### config.mk
export PLATFORM = sky130hd
export DESIGN_NAME = traffic_phase_ctrl
export DESIGN_NICKNAME = d
export VERILOG_FILES = /design/src/rtl/tlc_pkg.sv /design/src/rtl/traffic_phase_ctrl_tick_gen.sv /design/src/rtl/traffic_phase_ctrl.sv
export SDC_FILE = /design/constraint.sdc
export NUM_CORES = 1
export LEC_CHECK = 0
export ABC_CLOCK_PERIOD_IN_PS = 6450
export CAP_MARGIN = 25
export CORE_UTILIZATION = 50
export DETAILED_ROUTE_END_ITERATION = 10
export HOLD_SLACK_MARGIN = 0.06
export PLACE_DENSITY = 0.71
export RECOVER_POWER = 25
export SYNTH_ARGS = -nofsm -noshare
export SYNTH_HDL_FRONTEND = slang
export SYNTH_SLANG_ARGS = --single-unit
### constraint.sdc
create_clock -name clk_20 -period 6.45 [get_ports clk_20]
set_input_delay 1.29 -clock clk_20 [delete_from_list [all_inputs] [get_ports clk_20]]
set_output_delay 1.29 -clock clk_20 [all_outputs]
set_load 0.01 [all_outputs]
### src/rtl/tlc_pkg.sv
// Shared types and constants for the traffic phase controller.
// TLC_NIGHT_FLASH_EN adds the FLASH state used by the night-flash mode.
package tlc_pkg;

    // Width of the seconds countdown shown on the display
    localparam int CD_W = 7;

    // One-hot lamp encodings {red, yellow, green}
    localparam logic [2:0] LAMP_RED = 3'b100;
    localparam logic [2:0] LAMP_YEL = 3'b010;
    localparam logic [2:0] LAMP_GRN = 3'b001;
    localparam logic [2:0] LAMP_OFF = 3'b000;

    typedef enum logic [2:0] {
        NS_GREEN  = 3'd0,
        NS_YELLOW = 3'd1,
        ALLRED_1  = 3'd2,
        EW_GREEN  = 3'd3,
        EW_YELLOW = 3'd4,
        ALLRED_2  = 3'd5,
        PED_WALK  = 3'd6
`ifdef TLC_NIGHT_FLASH_EN
        , FLASH   = 3'd7
`endif
    } tlc_state_e;

endpackage

### src/rtl/traffic_phase_ctrl_tick_gen.sv
// One-cycle strobe every TICK_DIV clk_20 cycles; restart realigns the
// divider so a new phase always starts a full second before its first tick.
module tick_gen #(
    parameter int TICK_DIV = 20000000
) (
    input  logic clk_20,
    input  logic rst_n,
    input  logic i_restart,
    output logic o_tick
);

    localparam int CNT_W = (TICK_DIV > 1) ? $clog2(TICK_DIV) : 1;
    localparam logic [CNT_W-1:0] CNT_MAX = CNT_W'(TICK_DIV - 1);

    logic [CNT_W-1:0] r_cnt;

    // Divider counter: wraps at CNT_MAX, forced to zero on restart
    always_ff @(posedge clk_20) begin
        if (!rst_n) begin
            r_cnt <= {CNT_W{1'b0}};
        end else if (i_restart || (r_cnt == CNT_MAX)) begin
            r_cnt <= {CNT_W{1'b0}};
        end else begin
            r_cnt <= r_cnt + CNT_W'(1);
        end
    end

    assign o_tick = (r_cnt == CNT_MAX);

endmodule

### src/rtl/traffic_phase_ctrl.sv
// Two-road intersection phase sequencer with pedestrian crossing.
// Optional night flashing mode is enabled by defining TLC_NIGHT_FLASH_EN.
module traffic_phase_ctrl
    import tlc_pkg::*;
#(
    parameter int TICK_DIV   = 20000000,
    parameter int GREEN_NS_S = 25,
    parameter int GREEN_EW_S = 15,
    parameter int YELLOW_S   = 3,
    parameter int ALLRED_S   = 1,
    parameter int WALK_S     = 10
) (
    input  logic            clk_20,
    input  logic            rst_n,
    input  logic            i_car_ew,
    input  logic            i_ped_btn,
`ifdef TLC_NIGHT_FLASH_EN
    input  logic            i_night_mode,
`endif
    output logic [2:0]      o_ns_lamp,
    output logic [2:0]      o_ew_lamp,
    output logic            o_walk,
    output logic [CD_W-1:0] o_countdown,
    output logic            o_tick
);

    tlc_state_e      r_state, w_next_state;
    logic [CD_W-1:0] r_timer, w_next_timer;
    logic            r_ped_pending, w_next_ped;
    logic [2:0]      r_ns_lamp, w_next_ns;
    logic [2:0]      r_ew_lamp, w_next_ew;
    logic            r_walk, w_next_walk;
    logic            w_tick, w_restart, w_phase_end;
`ifdef TLC_NIGHT_FLASH_EN
    logic            r_flash_lit, w_next_flash_lit;
`endif

    // Timer reload value (duration minus one) for each phase
    function automatic logic [CD_W-1:0] phase_len_m1(input tlc_state_e s);
        case (s)
            NS_GREEN:  return CD_W'(GREEN_NS_S - 1);
            NS_YELLOW: return CD_W'(YELLOW_S - 1);
            ALLRED_1:  return CD_W'(ALLRED_S - 1);
            EW_GREEN:  return CD_W'(GREEN_EW_S - 1);
            EW_YELLOW: return CD_W'(YELLOW_S - 1);
            ALLRED_2:  return CD_W'(ALLRED_S - 1);
            PED_WALK:  return CD_W'(WALK_S - 1);
            default:   return {CD_W{1'b0}};
        endcase
    endfunction

    tick_gen #(.TICK_DIV(TICK_DIV)) u_tick_gen (
        .clk_20    (clk_20),
        .rst_n     (rst_n),
        .i_restart (w_restart),
        .o_tick    (w_tick)
    );

    // Next-state selection; transitions only happen on a tick
    always_comb begin
        w_next_state = r_state;
        w_phase_end  = w_tick && (r_timer == {CD_W{1'b0}});
        case (r_state)
            NS_GREEN: begin
                if (w_phase_end && (i_car_ew || r_ped_pending)) w_next_state = NS_YELLOW;
                else                                             w_next_state = r_state;
            end
            NS_YELLOW: begin
                if (w_phase_end) w_next_state = ALLRED_1;
                else             w_next_state = r_state;
            end
            ALLRED_1: begin
                if (w_phase_end) begin
`ifdef TLC_NIGHT_FLASH_EN
                    if (i_night_mode) w_next_state = FLASH;
                    else
`endif
                    if (i_car_ew) w_next_state = EW_GREEN;
                    else          w_next_state = PED_WALK;
                end else begin
                    w_next_state = r_state;
                end
            end
            EW_GREEN: begin
                if (w_phase_end) w_next_state = EW_YELLOW;
                else             w_next_state = r_state;
            end
            EW_YELLOW: begin
                if (w_phase_end) w_next_state = ALLRED_2;
                else             w_next_state = r_state;
            end
            ALLRED_2: begin
                if (w_phase_end) begin
`ifdef TLC_NIGHT_FLASH_EN
                    if (i_night_mode) w_next_state = FLASH;
                    else
`endif
                    if (r_ped_pending) w_next_state = PED_WALK;
                    else               w_next_state = NS_GREEN;
                end else begin
                    w_next_state = r_state;
                end
            end
            PED_WALK: begin
                if (w_phase_end) w_next_state = NS_GREEN;
                else             w_next_state = r_state;
            end
`ifdef TLC_NIGHT_FLASH_EN
            FLASH: begin
                if (w_tick && !i_night_mode) w_next_state = ALLRED_2;
                else                         w_next_state = r_state;
            end
`endif
            default: w_next_state = NS_GREEN;
        endcase
    end

    assign w_restart = (w_next_state != r_state);

    // Timer, pedestrian latch and lamp values for the coming cycle
    always_comb begin
        w_next_timer = r_timer;
        w_next_ped   = r_ped_pending;
        w_next_ns    = LAMP_RED;
        w_next_ew    = LAMP_RED;
        w_next_walk  = 1'b0;
`ifdef TLC_NIGHT_FLASH_EN
        w_next_flash_lit = r_flash_lit;
`endif

        // Reload on entry; otherwise count down and rest at zero
        if (w_restart) begin
            w_next_timer = phase_len_m1(w_next_state);
        end else if (w_tick && (r_timer != {CD_W{1'b0}})) begin
            w_next_timer = r_timer - CD_W'(1);
        end else begin
            w_next_timer = r_timer;
        end

        // Clearing on walk entry beats a simultaneous press
        if (w_restart && (w_next_state == PED_WALK)) begin
            w_next_ped = 1'b0;
        end else if (i_ped_btn && (r_state != PED_WALK)) begin
            w_next_ped = 1'b1;
        end else begin
            w_next_ped = r_ped_pending;
        end

`ifdef TLC_NIGHT_FLASH_EN
        // Flash starts lit on entry and toggles every tick
        if (w_restart && (w_next_state == FLASH)) begin
            w_next_flash_lit = 1'b1;
        end else if ((r_state == FLASH) && w_tick) begin
            w_next_flash_lit = ~r_flash_lit;
        end else begin
            w_next_flash_lit = r_flash_lit;
        end
`endif

        case (w_next_state)
            NS_GREEN:  begin w_next_ns = LAMP_GRN; w_next_ew = LAMP_RED; end
            NS_YELLOW: begin w_next_ns = LAMP_YEL; w_next_ew = LAMP_RED; end
            EW_GREEN:  begin w_next_ns = LAMP_RED; w_next_ew = LAMP_GRN; end
            EW_YELLOW: begin w_next_ns = LAMP_RED; w_next_ew = LAMP_YEL; end
            PED_WALK:  begin w_next_ns = LAMP_RED; w_next_ew = LAMP_RED; w_next_walk = 1'b1; end
`ifdef TLC_NIGHT_FLASH_EN
            FLASH: begin
                if (w_next_flash_lit) begin
                    w_next_ns = LAMP_YEL;
                    w_next_ew = LAMP_RED;
                end else begin
                    w_next_ns = LAMP_OFF;
                    w_next_ew = LAMP_OFF;
                end
            end
`endif
            default:   begin w_next_ns = LAMP_RED; w_next_ew = LAMP_RED; end
        endcase
    end

    // State, timer, latch and registered lamp outputs
    always_ff @(posedge clk_20) begin
        if (!rst_n) begin
            r_state       <= NS_GREEN;
            r_timer       <= CD_W'(GREEN_NS_S - 1);
            r_ped_pending <= 1'b0;
            r_ns_lamp     <= LAMP_GRN;
            r_ew_lamp     <= LAMP_RED;
            r_walk        <= 1'b0;
`ifdef TLC_NIGHT_FLASH_EN
            r_flash_lit   <= 1'b0;
`endif
        end else begin
            r_state       <= w_next_state;
            r_timer       <= w_next_timer;
            r_ped_pending <= w_next_ped;
            r_ns_lamp     <= w_next_ns;
            r_ew_lamp     <= w_next_ew;
            r_walk        <= w_next_walk;
`ifdef TLC_NIGHT_FLASH_EN
            r_flash_lit   <= w_next_flash_lit;
`endif
        end
    end

    assign o_ns_lamp   = r_ns_lamp;
    assign o_ew_lamp   = r_ew_lamp;
    assign o_walk      = r_walk;
    assign o_countdown = r_timer;
    assign o_tick      = w_tick;

endmodule

### Word-level counts from Yosys, hierarchy flattened

Index checks and enable logic that the tools add are counted.

| word-level totals | value |
|---|---|
| output and inout port bits | 15 |
| register bits after elaboration | 43 |
| logic and storage cells | 54 |
| bits in read-only memories | 0 |
| bits in latches | 0 |
| memories | 0 |
| memory bits (writable) | 0 |
| bits of input ports | 4 |

| cells by class | value |
|---|---|
| shifts and indexed selects | 0 |
| bitwise operators | 1 |
| div/mod/pow operators | 0 |
| multiply operators | 0 |
| equality and inequality tests | 13 |
| order comparisons | 0 |
| add/subtract/negate cells | 2 |
| muxes and demuxes | 16 |
| reduce and logical (&&, ||, !) cells | 15 |

Operators with widths:

| kind | count |
|---|---|
| two-way mux 3 bit | 9 |
| adder 25 x 1 -> 25 bit (second input constant) | 1 |
| == test 25 bit (second input constant) | 1 |
| case mux 3 bit (7 select lines) | 1 |
| case mux 5 bit (4 select lines) | 1 |
| == test 3 bit (second input constant) | 5 |
| two-way mux 7 bit | 2 |
| case mux 3 bit (2 select lines) | 2 |
| == test 3 x 2 -> 1 bit (second input constant) | 3 |
| zero test 7 bit | 1 |
| nonzero test 7 bit | 1 |
| subtractor 7 x 1 -> 7 bit (second input constant) | 1 |
| == test 3 x 1 -> 1 bit (second input constant) | 2 |
| zero test 3 bit | 2 |
| OR reduction 2 bit | 3 |
| logical AND 1 bit | 5 |
| inequality test 3 bit | 1 |
| inequality test 3 bit (second input constant) | 1 |
| logical OR 1 bit | 2 |
| nonzero test 2 bit | 1 |
| two-way mux 1 bit | 1 |
| NOT 1 bit | 1 |

### Depth between registers and ports, before layout

Gate-level depths: netlist of the first run.

| depth | value |
|---|---|
| word-level depth | 9 |
| gate-level depth with buffers | 11 |
| depth with buffers taken out | 9 |

### Hierarchy

From an unflattened synthesis of the first run, not the netlist that was laid out.

| second synthesis, totals | value |
|---|---|
| cells, all modules | 273 |
| area total of the unflattened synthesis | 2293.4 sq um |

Modules (own cells, without submodules):

| module | seq. area each (sq um) | area an instance (sq um) | cells an instance | instances |
|---|---|---|---|---|
| tick_gen | 500.5 | 1219.9 | 138 | 1 |
| traffic_phase_ctrl | 360.3 | 1073.5 | 135 | 1 |

### Least setup slack after synthesis of the first run

No wires, ideal clock.

| timing | value |
|---|---|
| path type | in2reg |
| start point | input i_car_ew |
| end point | register u_tick_gen.r_cnt[8] |
| data arrival time | 2.535 ns |
| cell stages on the path | 8 |
| required time | 6.386 ns |
| setup time | 0.064 ns |
| buffers on the path | 2 |
| slack | 3.851 ns |
| cell sequence | nor4_1 > nor4_1 > o22ai_1 > nand2_1 > or2_1 > buf_4 > buf_6 > nor2_1 |

| on the way | value |
|---|---|
| word-level cells in the longest chain between the ends | 7 |
| elaborated cells on any way between the ends | 9 |
| classes of those cells | 1 x eq/ne; 4 x mux; 4 x reduce/logical |

RTL lines:

| what | line | source |
|---|---|---|
| start: declaration | traffic_phase_ctrl.sv:15 | `input logic i_car_ew,` |
| logical OR 1 bit | traffic_phase_ctrl.sv:65 | `if (w_phase_end && (i_car_ew \|\| r_ped_pending)) w_next_state = NS_YELLOW;` |
| logical AND 1 bit | traffic_phase_ctrl.sv:65 |  |
| two-way mux 3 bit | traffic_phase_ctrl.sv:65 |  |
| case mux 3 bit (7 select lines) * | traffic_phase_ctrl.sv:63 | `case (r_state)` |
| inequality test 3 bit * | traffic_phase_ctrl.sv:118 | `assign w_restart = (w_next_state != r_state);` |
| logical OR 1 bit * | traffic_phase_ctrl_tick_gen.sv:21 | `end else if (i_restart \|\| (r_cnt == CNT_MAX)) begin` |
| OR reduction 2 bit (no source line) * | - |  |
| end signal: assignment | traffic_phase_ctrl_tick_gen.sv:20 | `r_cnt <= {CNT_W{1'b0}};` |
| end signal: assignment | traffic_phase_ctrl_tick_gen.sv:22 | `r_cnt <= {CNT_W{1'b0}};` |
| end signal: assignment | traffic_phase_ctrl_tick_gen.sv:24 | `r_cnt <= r_cnt + CNT_W'(1);` |
| end: declaration | traffic_phase_ctrl_tick_gen.sv:15 | `logic [CNT_W-1:0] r_cnt;` |

Every way passes the cells marked *; elsewhere a longest branch is shown, timed or not.
A chain may end at the register's enable or synchronous reset.

### Final worst setup path of the first run

| timing | value |
|---|---|
| start point | register u_tick_gen.r_cnt[0] |
| end point | output o_tick |

| on the way | value |
|---|---|
| word-level cells in the longest chain between the ends | 1 |

RTL lines:

| what | line | source |
|---|---|---|
| == test 25 bit | traffic_phase_ctrl_tick_gen.sv:28 | `assign o_tick = (r_cnt == CNT_MAX);` |
| end: declaration | traffic_phase_ctrl.sv:24 | `output logic o_tick` |

No other way between the ends.

==> metrics.txt, run 1 <==
status completed; family with the most delay on the worst path simple AND/OR/NAND/NOR gates; Final Hold Vio Count 0; Place WS ~2.9 ns; Cell Int Power between 0.3 and 0.4 mW; Final WS setup about 3 ns; net switching power roughly 0.096 mW; CTS Sinks between 40 and 50; Setup Fix Bufs, Post-CTS 0; Netlist cell types 47; vias in the first global route between 1,500 and 2,000; GRT Total Usage 0.207; placed cell area between 0.002 and 0.0025 mm²; hold crit path type reg2reg; launch point of the worst reg-to-reg path o_countdown[0]; Synth area leaders dfxtp_1, nor2_1, xor2_1; Post-synth EDFFs 0; CTS Root Cell clkbuf_8; CTS tree yes; final setup violation count 0; CP endpoint o_tick; flop-to-flop setup slack 3.04 ns; top post-synthesis cells by count dfxtp_1, nor2_1, nand2_1; Site Rows 23; Most used DFF post-synth dfxtp_1; total gr overflow 0; Pleak roughly 0.9 nW; clock skew around 0.0053 ns; fin. max-slew vios 0; CP arrival between 2 and 2.5 ns; Seq pwr share 0.606; fmax between 200 and 300 MHz; final WL just over 4000 µm; Starting DRT DRC Count between 90 and 100; fin crit period 3.47 ns; CTS H-tree lvls 2; CP startpoint u_tick_gen.r_cnt[0]; max_cap viols 0; Syn Area/Cell 8.54 µm²; die area 0.00452 mm²; Reg2Reg Depth 9; DR WL/cell roughly 13 µm; Crit-path slowest cell clkdlybuf4s50_1; Initial Util 0.528; Num CTS Buffers 5; most common cell in the netlist dfxtp_1; Worst Setup End Kind primary output; Core Box Area between 0.004 and 0.005 mm²; Critical Path RT just over 5 ns; largest net degree at the start of global routing 26; number of nets in the layout between 200 and 300; Yosys top cell by area dfxtp_1; IO Pins 19; Synth Warn # 0; maximum clock path buffer count 2; Logic pwr share 0.026; HPWL Detailed 3030 µm; Worst path depth 5; hold path depth 1; ratio of cells with drive above 1 in the final layout 0.0483; CP Buf/Inv Count 1; Worst-path clk slew 0.07 ns; Hold-fix buffers, CTS 0; first-pass GRT wire length slightly above 7000 µm; later-pin clock latency in the skew report between 0.2 and 0.3 ns; Final Cell Area between 0.002 and 0.0025 mm²; Worst Max-Slew Pin Slew roughly 0.98 ns; total negative slack 0 ns; Mapped Nets about 260; GPL Wtd Cong 0.853; sequential area share after synthesis 0.405; CP startpoint kind flop; Vias/cell 5.40; RSZ-0062 raised after global routing no; Async S/R FF share, synth 0; worst path cell trace ha_1, and4_1, nand4_1, nor2_1, clkdlybuf4s50_1; Setup CP Type reg2out; PortBufs 18; #FFs+latches synth 43; Diodes inserted 0; initial antenna violation count 0; Routed Antenna Nets 0; Die Width 67.2 µm; clock share of power 0.368; Netlist Area Pre-Place 0.00213 mm²; post-CTS sizing 0; Slew HR 0.340; worst r2r dst u_tick_gen.r_cnt[12]; Pre-antenna DRT Iters 4; worst vdd ir between 0.15 and 0.2 mV; crit share post-route 0.538; Cells after Synth about 250; Sw Share 0.216; Pwr Density between 150 and 200 mW/mm²; Layout area overhead 12.6%; Die Height between 60 and 70 µm; top cell type's share of synthesized area 0.405; Max stage delay on crit path around 0.57 ns; DRC 0; overall via count from detail_route 1,722; crit-path max FO 6
==> power groups by stage <==
stage          Clock, mW  Sequential [mW]  Combinational, mW
4_1_cts            0.168            0.269             0.0117
2_1_floorplan          0            0.275            0.00951
3_5_place_dp           0            0.276             0.0117
5_1_grt            0.178            0.270             0.0131
6_report           0.164            0.269             0.0114
3_3_place_gp           0            0.276             0.0114
==> worst reg2reg max path: stages, from the launching register on <==
cell and delay [ns]:
dfxtp_1 0.34, inv_1 0.12, ha_1 0.16, nor3b_1 0.42, nand2_1 0.19, nor4_1 0.77
o22ai_1 0.30, nand2_1 0.18, or2_1 0.65, nor2_1 0.15
==> worst min-delay path by stage <==
| stage | from | to |
|---|---|---|
| CTS | u_tick_gen.r_cnt[0] | u_tick_gen.r_cnt[0] |
| floorplan | u_tick_gen.r_cnt[0] | u_tick_gen.r_cnt[0] |
| global route | u_tick_gen.r_cnt[0] | u_tick_gen.r_cnt[0] |
| detailed placement | u_tick_gen.r_cnt[0] | u_tick_gen.r_cnt[0] |
| global placement | u_tick_gen.r_cnt[0] | u_tick_gen.r_cnt[0] |
| finish | u_tick_gen.r_cnt[0] | u_tick_gen.r_cnt[0] |
==> logic make-up after synthesis <==
family	Yosys count	share of synthesized area
fa+ha+maj	4	0.0224
mux	2	0.0106
flops	43	0.405
compound gates	29	0.0894
xor+xnor	28	0.115
simple gates	129	0.324
buf+inv	14	0.0335
==> layout by cell type, fill, tap and decap left out, drive strengths merged, types with 8 or more instances in the layout <==
cell | synthesis | routed
nand3 | 11 | 11
xnor2 | 12 | 12
xor2 | 16 | 16
o21ai | 10 | 10
nor2 | 39 | 39
dfxtp | 43 | 43
inv | 8 | 8
dlygate4sd3 | 0 | 12
nand2 | 28 | 28
and3 | 13 | 13
==> layer usage <==
layer | routed length, µm | track usage
met1 | 2080 | 0.267
met2 | 1740 | 0.330
met3 | 165 | 0.0591
met4 | 47 | 0.0638
met5 | 0 | 0
==> stage by stage <==
stage	power, mW	cells	hold WS (ns)	utilization
after floorplan	0.285	249	0.430	-
after global placement	0.287	311	0.456	0.578
after detailed placement	0.287	311	0.455	0.578
after CTS	0.449	319	0.473	0.598
after global routing	0.461	319	0.512	0.594
final	0.444	319	0.471	0.594
==> flip-flops by register name (all words and copies together), names as in the netlist <==
register	cells
o_countdown	7
u_tick_gen.r_cnt	25
r_ped_pending	1
r_state	3
o_ns_lamp	3
o_ew_lamp	3
o_walk	1
==> area by class of cell <==
class | instances | area [µm²]
clock buffer | 7 | 76.3
clock inverter | 1 | 5.00
tap | 50 | 62.6
inverter | 8 | 30.0
timing repair buffer | 18 | 180
fill | 390 | 1630
sequential | 43 | 861
multi-input combinational | 192 | 1180
(Power assumes the default switching activity.)
==> run 2, diff against run 1 <==
--- a/config.mk
+++ b/config.mk
@@ -5,7 +5,7 @@
 export SDC_FILE = /design/constraint.sdc
 export NUM_CORES = 1
 export LEC_CHECK = 0
-export ABC_CLOCK_PERIOD_IN_PS = 6450
+export ABC_CLOCK_PERIOD_IN_PS = 3500
 export CAP_MARGIN = 25
 export CORE_UTILIZATION = 50
 export DETAILED_ROUTE_END_ITERATION = 10
==> constraint.sdc (replaced) <==
create_clock -name clk_20 -period 3.5 [get_ports clk_20]
set_input_delay 0.7 -clock clk_20 [delete_from_list [all_inputs] [get_ports clk_20]]
set_output_delay 0.7 -clock clk_20 [all_outputs]
set_load 0.01 [all_outputs]
==> metrics.txt, run 2 (synthesis results as in run 1) <==
flop-to-flop setup slack 0.92 ns (-2.12 ns); maximum clock path buffer count 2 (unchanged); largest net degree at the start of global routing 26 (unchanged); CTS Root Cell clkbuf_8; Sw Share 0.215 (-0.00125); commonest non-fill, non-tap cell in the layout dfxtp_1; die area 0.00452 mm² (unchanged); CP startpoint kind flop; Pre-antenna DRT Iters 4 (unchanged); Vias/cell 5.36 (-0.78%); Final Cell Area 0.00242 mm² (+0.94%); CTS tree yes; Largest register FFs 25 (unchanged); crit-path max FO 6 (unchanged); GRT Total Usage 0.196 (-0.0102); worst vdd ir 0.285 mV (+62%); vias in the first global route 1,520 (-8.0%); Core Box Area 0.00403 mm² (unchanged); Top reg by flops u_tick_gen.r_cnt; total negative slack 0 ns (unchanged); most frequent cells in the layout dfxtp_1, nor2_1, nand2_1; overall via count from detail_route 1,714 (-0.46%); Worst Setup End Kind primary output; ratio of cells with drive above 1 in the final layout 0.0556 (+0.00723); post-CTS sizing 0 (unchanged); Logic pwr share 0.027 (about the same); placed cell area 0.00234 mm² (+0.32%); Pwr Density 339 mW/mm² (+83%); CP arrival 2.20 ns (+0.02 ns); Layout Cells excl Fill 320 (+0.31%); RSZ-0062 raised after global routing no; Initial Util 0.528 (unchanged); fin. max-slew vios 0 (unchanged); Site Rows 23 (unchanged); Worst-path clk slew 0.08 ns (about the same); Seq pwr share 0.606 (about the same); crit share post-route 0.827; Starting DRT DRC Count 76 (-16%); Num CTS Buffers 5 (unchanged); Diodes inserted 0 (unchanged); clock share of power 0.367 (about the same); Die Width 67.2 µm (unchanged); IO Pins 19 (unchanged); Final Hold Vio Count 0 (unchanged); Setup Fix Bufs, Post-CTS 0 (unchanged); PortBufs 18 (unchanged); net switching power 0.176 mW (+83%); DR WL/cell 12.5 µm (-1.3%); Hold-fix buffers, CTS 0 (unchanged); Pleak 0.924 nW (+2.9%); final WL 3990 µm (-0.99%); Critical Path RT 2.80 ns (-2.36 ns); initial antenna violation count 0 (unchanged); Layout area overhead 13.6%; total gr overflow 0 (unchanged); Setup CP Type reg2out; Routed Antenna Nets 0 (unchanged); total power 0.819 mW (+84%); number of nets in the layout 276 (+0.36%); max_cap viols 0 (unchanged); status completed; final setup violation count 0 (unchanged); hold crit path type reg2reg; HPWL Detailed 2980 µm (-1.5%); DRC 0 (unchanged); fmax roughly 350 MHz; first-pass GRT wire length 6800 µm (-4.4%); clock skew 0.00417 ns (-0.00112 ns); CTS H-tree lvls 2 (unchanged); Worst Max-Slew Pin Slew 0.475 ns (-0.506 ns); Die Height 67.2 µm (unchanged); CTS Sinks 43 (unchanged); fin crit period just under 3 ns; Cell Int Power 0.643 mW (+85%); later-pin clock latency in the skew report 0.29 ns (about the same); Min Hold Slack 0.466 ns (-0.00489 ns); Slew HR 0.683 (+0.342); Inst Count DP 312 (+0.32%); GPL Wtd Cong 0.849 (-0.45%)
run 2: cell count changes in the layout (fill, tap and decap cells not counted):
cell             previous run  this run
buf_4                       0         1
clkdlybuf4s50_1             6         4
dlygate4sd3_1              12        14
nor4_1                      4         3
nor4_4                      0         1
run 2: power groups by stage:
stage | registers, mW | logic (mW) | clock network (mW)
floorplan | 0.507 | 0.0175 | 0
global placement | 0.508 | 0.0217 | 0
detailed placement | 0.508 | 0.0224 | 0
CTS | 0.496 | 0.0224 | 0.314
global route | 0.498 | 0.0248 | 0.329
finish | 0.497 | 0.0221 | 0.300
run 2: cell type report:
cell class / count / area (µm²)
Fill cell: 392 / 1610
Multi-Input combinational cell: 192 / 1190
Sequential cell: 43 / 861
Timing Repair Buffer: 19 / 188
Clock buffer: 7 / 76.3
Tap cell: 50 / 62.6
Inverter: 8 / 30.0
Clock inverter: 1 / 5.00
run 2: final timing paths:
path	from	endpoint	depth (start not counted)
worst max register to register	o_countdown[0]	u_tick_gen.r_cnt[6]	10
worst min register to register	u_tick_gen.r_cnt[0]	u_tick_gen.r_cnt[0]	1
worst max-delay path	u_tick_gen.r_cnt[0]	o_tick	5
worst min-delay path	u_tick_gen.r_cnt[0]	u_tick_gen.r_cnt[0]	1
run 2: worst max-delay path, stage by stage (launching register included):
cell,delay [ns]
dfxtp_1,0.38
ha_1,0.23
and4_1,0.34
nand4_1,0.18
nor2_1,0.21
clkdlybuf4s50_1,0.57
run 2: through the flow:
stage / setup slack [ns] / util
after global routing: 0.433 / 0.600
final: 0.605 / 0.600
after detailed placement: 0.803 / 0.580
after floorplan: 1.25 / -
after CTS: 0.582 / 0.600
after global placement: 0.873 / 0.580
run 2: per-layer routing:
layer | wire length, µm | part of all wire | GRT usage | up-vias
met2 | 1710 | 0.43 | 0.293 | 16
met3 | 120 | 0.030 | 0.0507 | 4
met5 | 0 | 0 | 0 | -
met1 | 2130 | 0.53 | 0.277 | 791
li1 | - | - | - | 903
met4 | 31 | 0.0078 | 0.0559 | 0
==> run 3, diff against run 2 <==
--- a/config.mk
+++ b/config.mk
@@ -5,7 +5,7 @@
 export SDC_FILE = /design/constraint.sdc
 export NUM_CORES = 1
 export LEC_CHECK = 0
-export ABC_CLOCK_PERIOD_IN_PS = 3500
+export ABC_CLOCK_PERIOD_IN_PS = 2790
 export CAP_MARGIN = 25
 export CORE_UTILIZATION = 50
 export DETAILED_ROUTE_END_ITERATION = 10
==> constraint.sdc (replaced) <==
create_clock -name clk_20 -period 2.79 [get_ports clk_20]
set_input_delay 0.558 -clock clk_20 [delete_from_list [all_inputs] [get_ports clk_20]]
set_output_delay 0.558 -clock clk_20 [all_outputs]
set_load 0.01 [all_outputs]
==> metrics.txt, run 3 (synthesis results as in run 1) <==
Hold-fix buffers, CTS 0 (unchanged); total negative slack 0 ns (unchanged); Worst Setup End Kind primary output; Filler cells 373 (-4.8%); clock skew 0.00437 ns (+0.000199 ns); Slew HR 0.677 (-0.00537); Vias/cell 5.39 (+0.63%); Layout area overhead 15.3%; Worst-path clk slew 0.08 ns (about the same); HPWL Detailed 3000 µm (+0.51%); CP startpoint kind flop; die area 0.00452 mm² (unchanged); Final WS setup 0.163 ns (-0.442 ns); first-pass GRT wire length 7160 µm (+5.3%); met2 wire len 1750 µm (+2.4%); CTS tree yes; Diodes inserted 0 (unchanged); Die Width 67.2 µm (unchanged); Worst Max-Slew Pin Slew 0.480 ns (+0.00560 ns); Metal-1 WL 2240 µm (+5.0%); fin. max-slew vios 0 (unchanged); Routed Antenna Nets 0 (unchanged); RSZ-0062 raised after global routing no; vias in the first global route 1,575 (+3.6%); Place WS 0.295 ns (-0.508 ns); maximum clock path buffer count 2 (unchanged); CTS H-tree lvls 2 (unchanged); crit-path max FO 6 (unchanged); worst vdd ir 0.289 mV (+1.3%); Final Hold Vio Count 0 (unchanged); Num CTS Buffers 5 (unchanged); Pre-antenna DRT Iters 4 (unchanged); most frequent cells in the layout dfxtp_1, nor2_1, nand2_1; Pleak 0.938 nW (+1.6%); ratio of cells with drive above 1 in the final layout 0.0806 (+0.0250); Core Box Area 0.00403 mm² (unchanged); Setup CP Type reg2out; largest net degree at the start of global routing 26 (unchanged); IO Pins 19 (unchanged); Starting DRT DRC Count 72 (-5.3%); Largest register FFs 25 (unchanged); hold crit path type reg2reg; number of nets in the layout 279 (+1.1%); final setup violation count 0 (unchanged); multi-input logic area 0.00121 mm² (+1.0%); overall via count from detail_route 1,741 (+1.6%); Top reg by flops u_tick_gen.r_cnt; PortBufs 18 (unchanged); max_cap viols 0 (unchanged); later-pin clock latency in the skew report 0.30 ns (about the same); GRT Total Usage 0.211 (+0.0149); total gr overflow 0 (unchanged); Pwr Density 421 mW/mm² (+24%); crit share post-route 0.942; CTS Root Cell clkbuf_8; initial antenna violation count 0 (unchanged); Reg area 861 µm² (unchanged); Site Rows 23 (unchanged); CP arrival 2.07 ns (-0.13 ns); Routed met3 length 114 µm (-5.0%); Die Height 67.2 µm (unchanged); CTS Sinks 43 (unchanged); fin crit period between 2 and 3 ns; fmax roughly 380 MHz; DR WL/cell 12.9 µm (+3.3%); final WL 4170 µm (+4.3%); DR top layer met4; status completed; flop-to-flop setup slack 0.36 ns (-0.56 ns); commonest non-fill, non-tap cell in the layout dfxtp_1; DRC 0 (unchanged); Initial Util 0.528 (unchanged); Critical Path RT 2.23 ns (-0.57 ns); GPL Wtd Cong 0.796 (-6.3%)
## run 3: cell count changes in the layout (fill, tap and decap cells not counted), sizes merged
cell	delta
buf	+3
## run 3: power breakdown
part | internal [mW] | total, mW | switching, mW
Combinational | 0.0130 | 0.0283 | 0.0153
Clock | 0.176 | 0.381 | 0.206
Sequential | 0.618 | 0.623 | 0.00505
## run 3: cell type report
cell class                      count  share of cell area
Clock buffer                        7              0.0311
Clock inverter                      1             0.00204
Inverter                            8              0.0122
Multi-Input combinational cell    192               0.492
Sequential cell                    43               0.351
Tap cell                           50              0.0255
Timing Repair Buffer               22              0.0857
## run 3: critical path: stages, from the launching register on
cell	delay [ns]
dfxtp_1	0.38
ha_2	0.22
and4_4	0.27
nand4_1	0.15
nor2_2	0.20
clkdlybuf4s50_1	0.55
## run 3: repair_timing
item / CTS / global route
endpoints found under the setup margin: 1 / 6
gates resized for setup: 1 / 4
pin swaps: 0 / 1
cloned: 0 / 0
setup buffers: 0 / 2
## run 3: final timing paths
path                                           from              endpoint  cells past startpoint
worst max-delay path            u_tick_gen.r_cnt[0]                o_tick                      5
worst min-delay path            u_tick_gen.r_cnt[0]   u_tick_gen.r_cnt[0]                      1
worst max register to register  u_tick_gen.r_cnt[0]  u_tick_gen.r_cnt[14]                     10
worst min register to register  u_tick_gen.r_cnt[0]   u_tick_gen.r_cnt[0]                      1
## run 3: through the flow
step | total power, mW | cells | hold WS, ns | cell area, µm² | util
global route | 1.07 | 323 | 0.512 | 2450 | 0.609
detailed placement | 0.665 | 313 | 0.456 | 2340 | 0.582
global placement | 0.665 | 313 | 0.454 | 2340 | 0.582
floorplan | 0.658 | 249 | 0.430 | 2130 | -
finish | 1.03 | 323 | 0.485 | 2450 | 0.609
CTS | 1.04 | 321 | 0.475 | 2430 | 0.602
## run 3: layer usage
layer / GRT usage / up-vias
li1: - / 914
met1: 0.294 / 797
met2: 0.314 / 24
met3: 0.0507 / 6
met4: 0.0798 / 0
met5: 0 / -
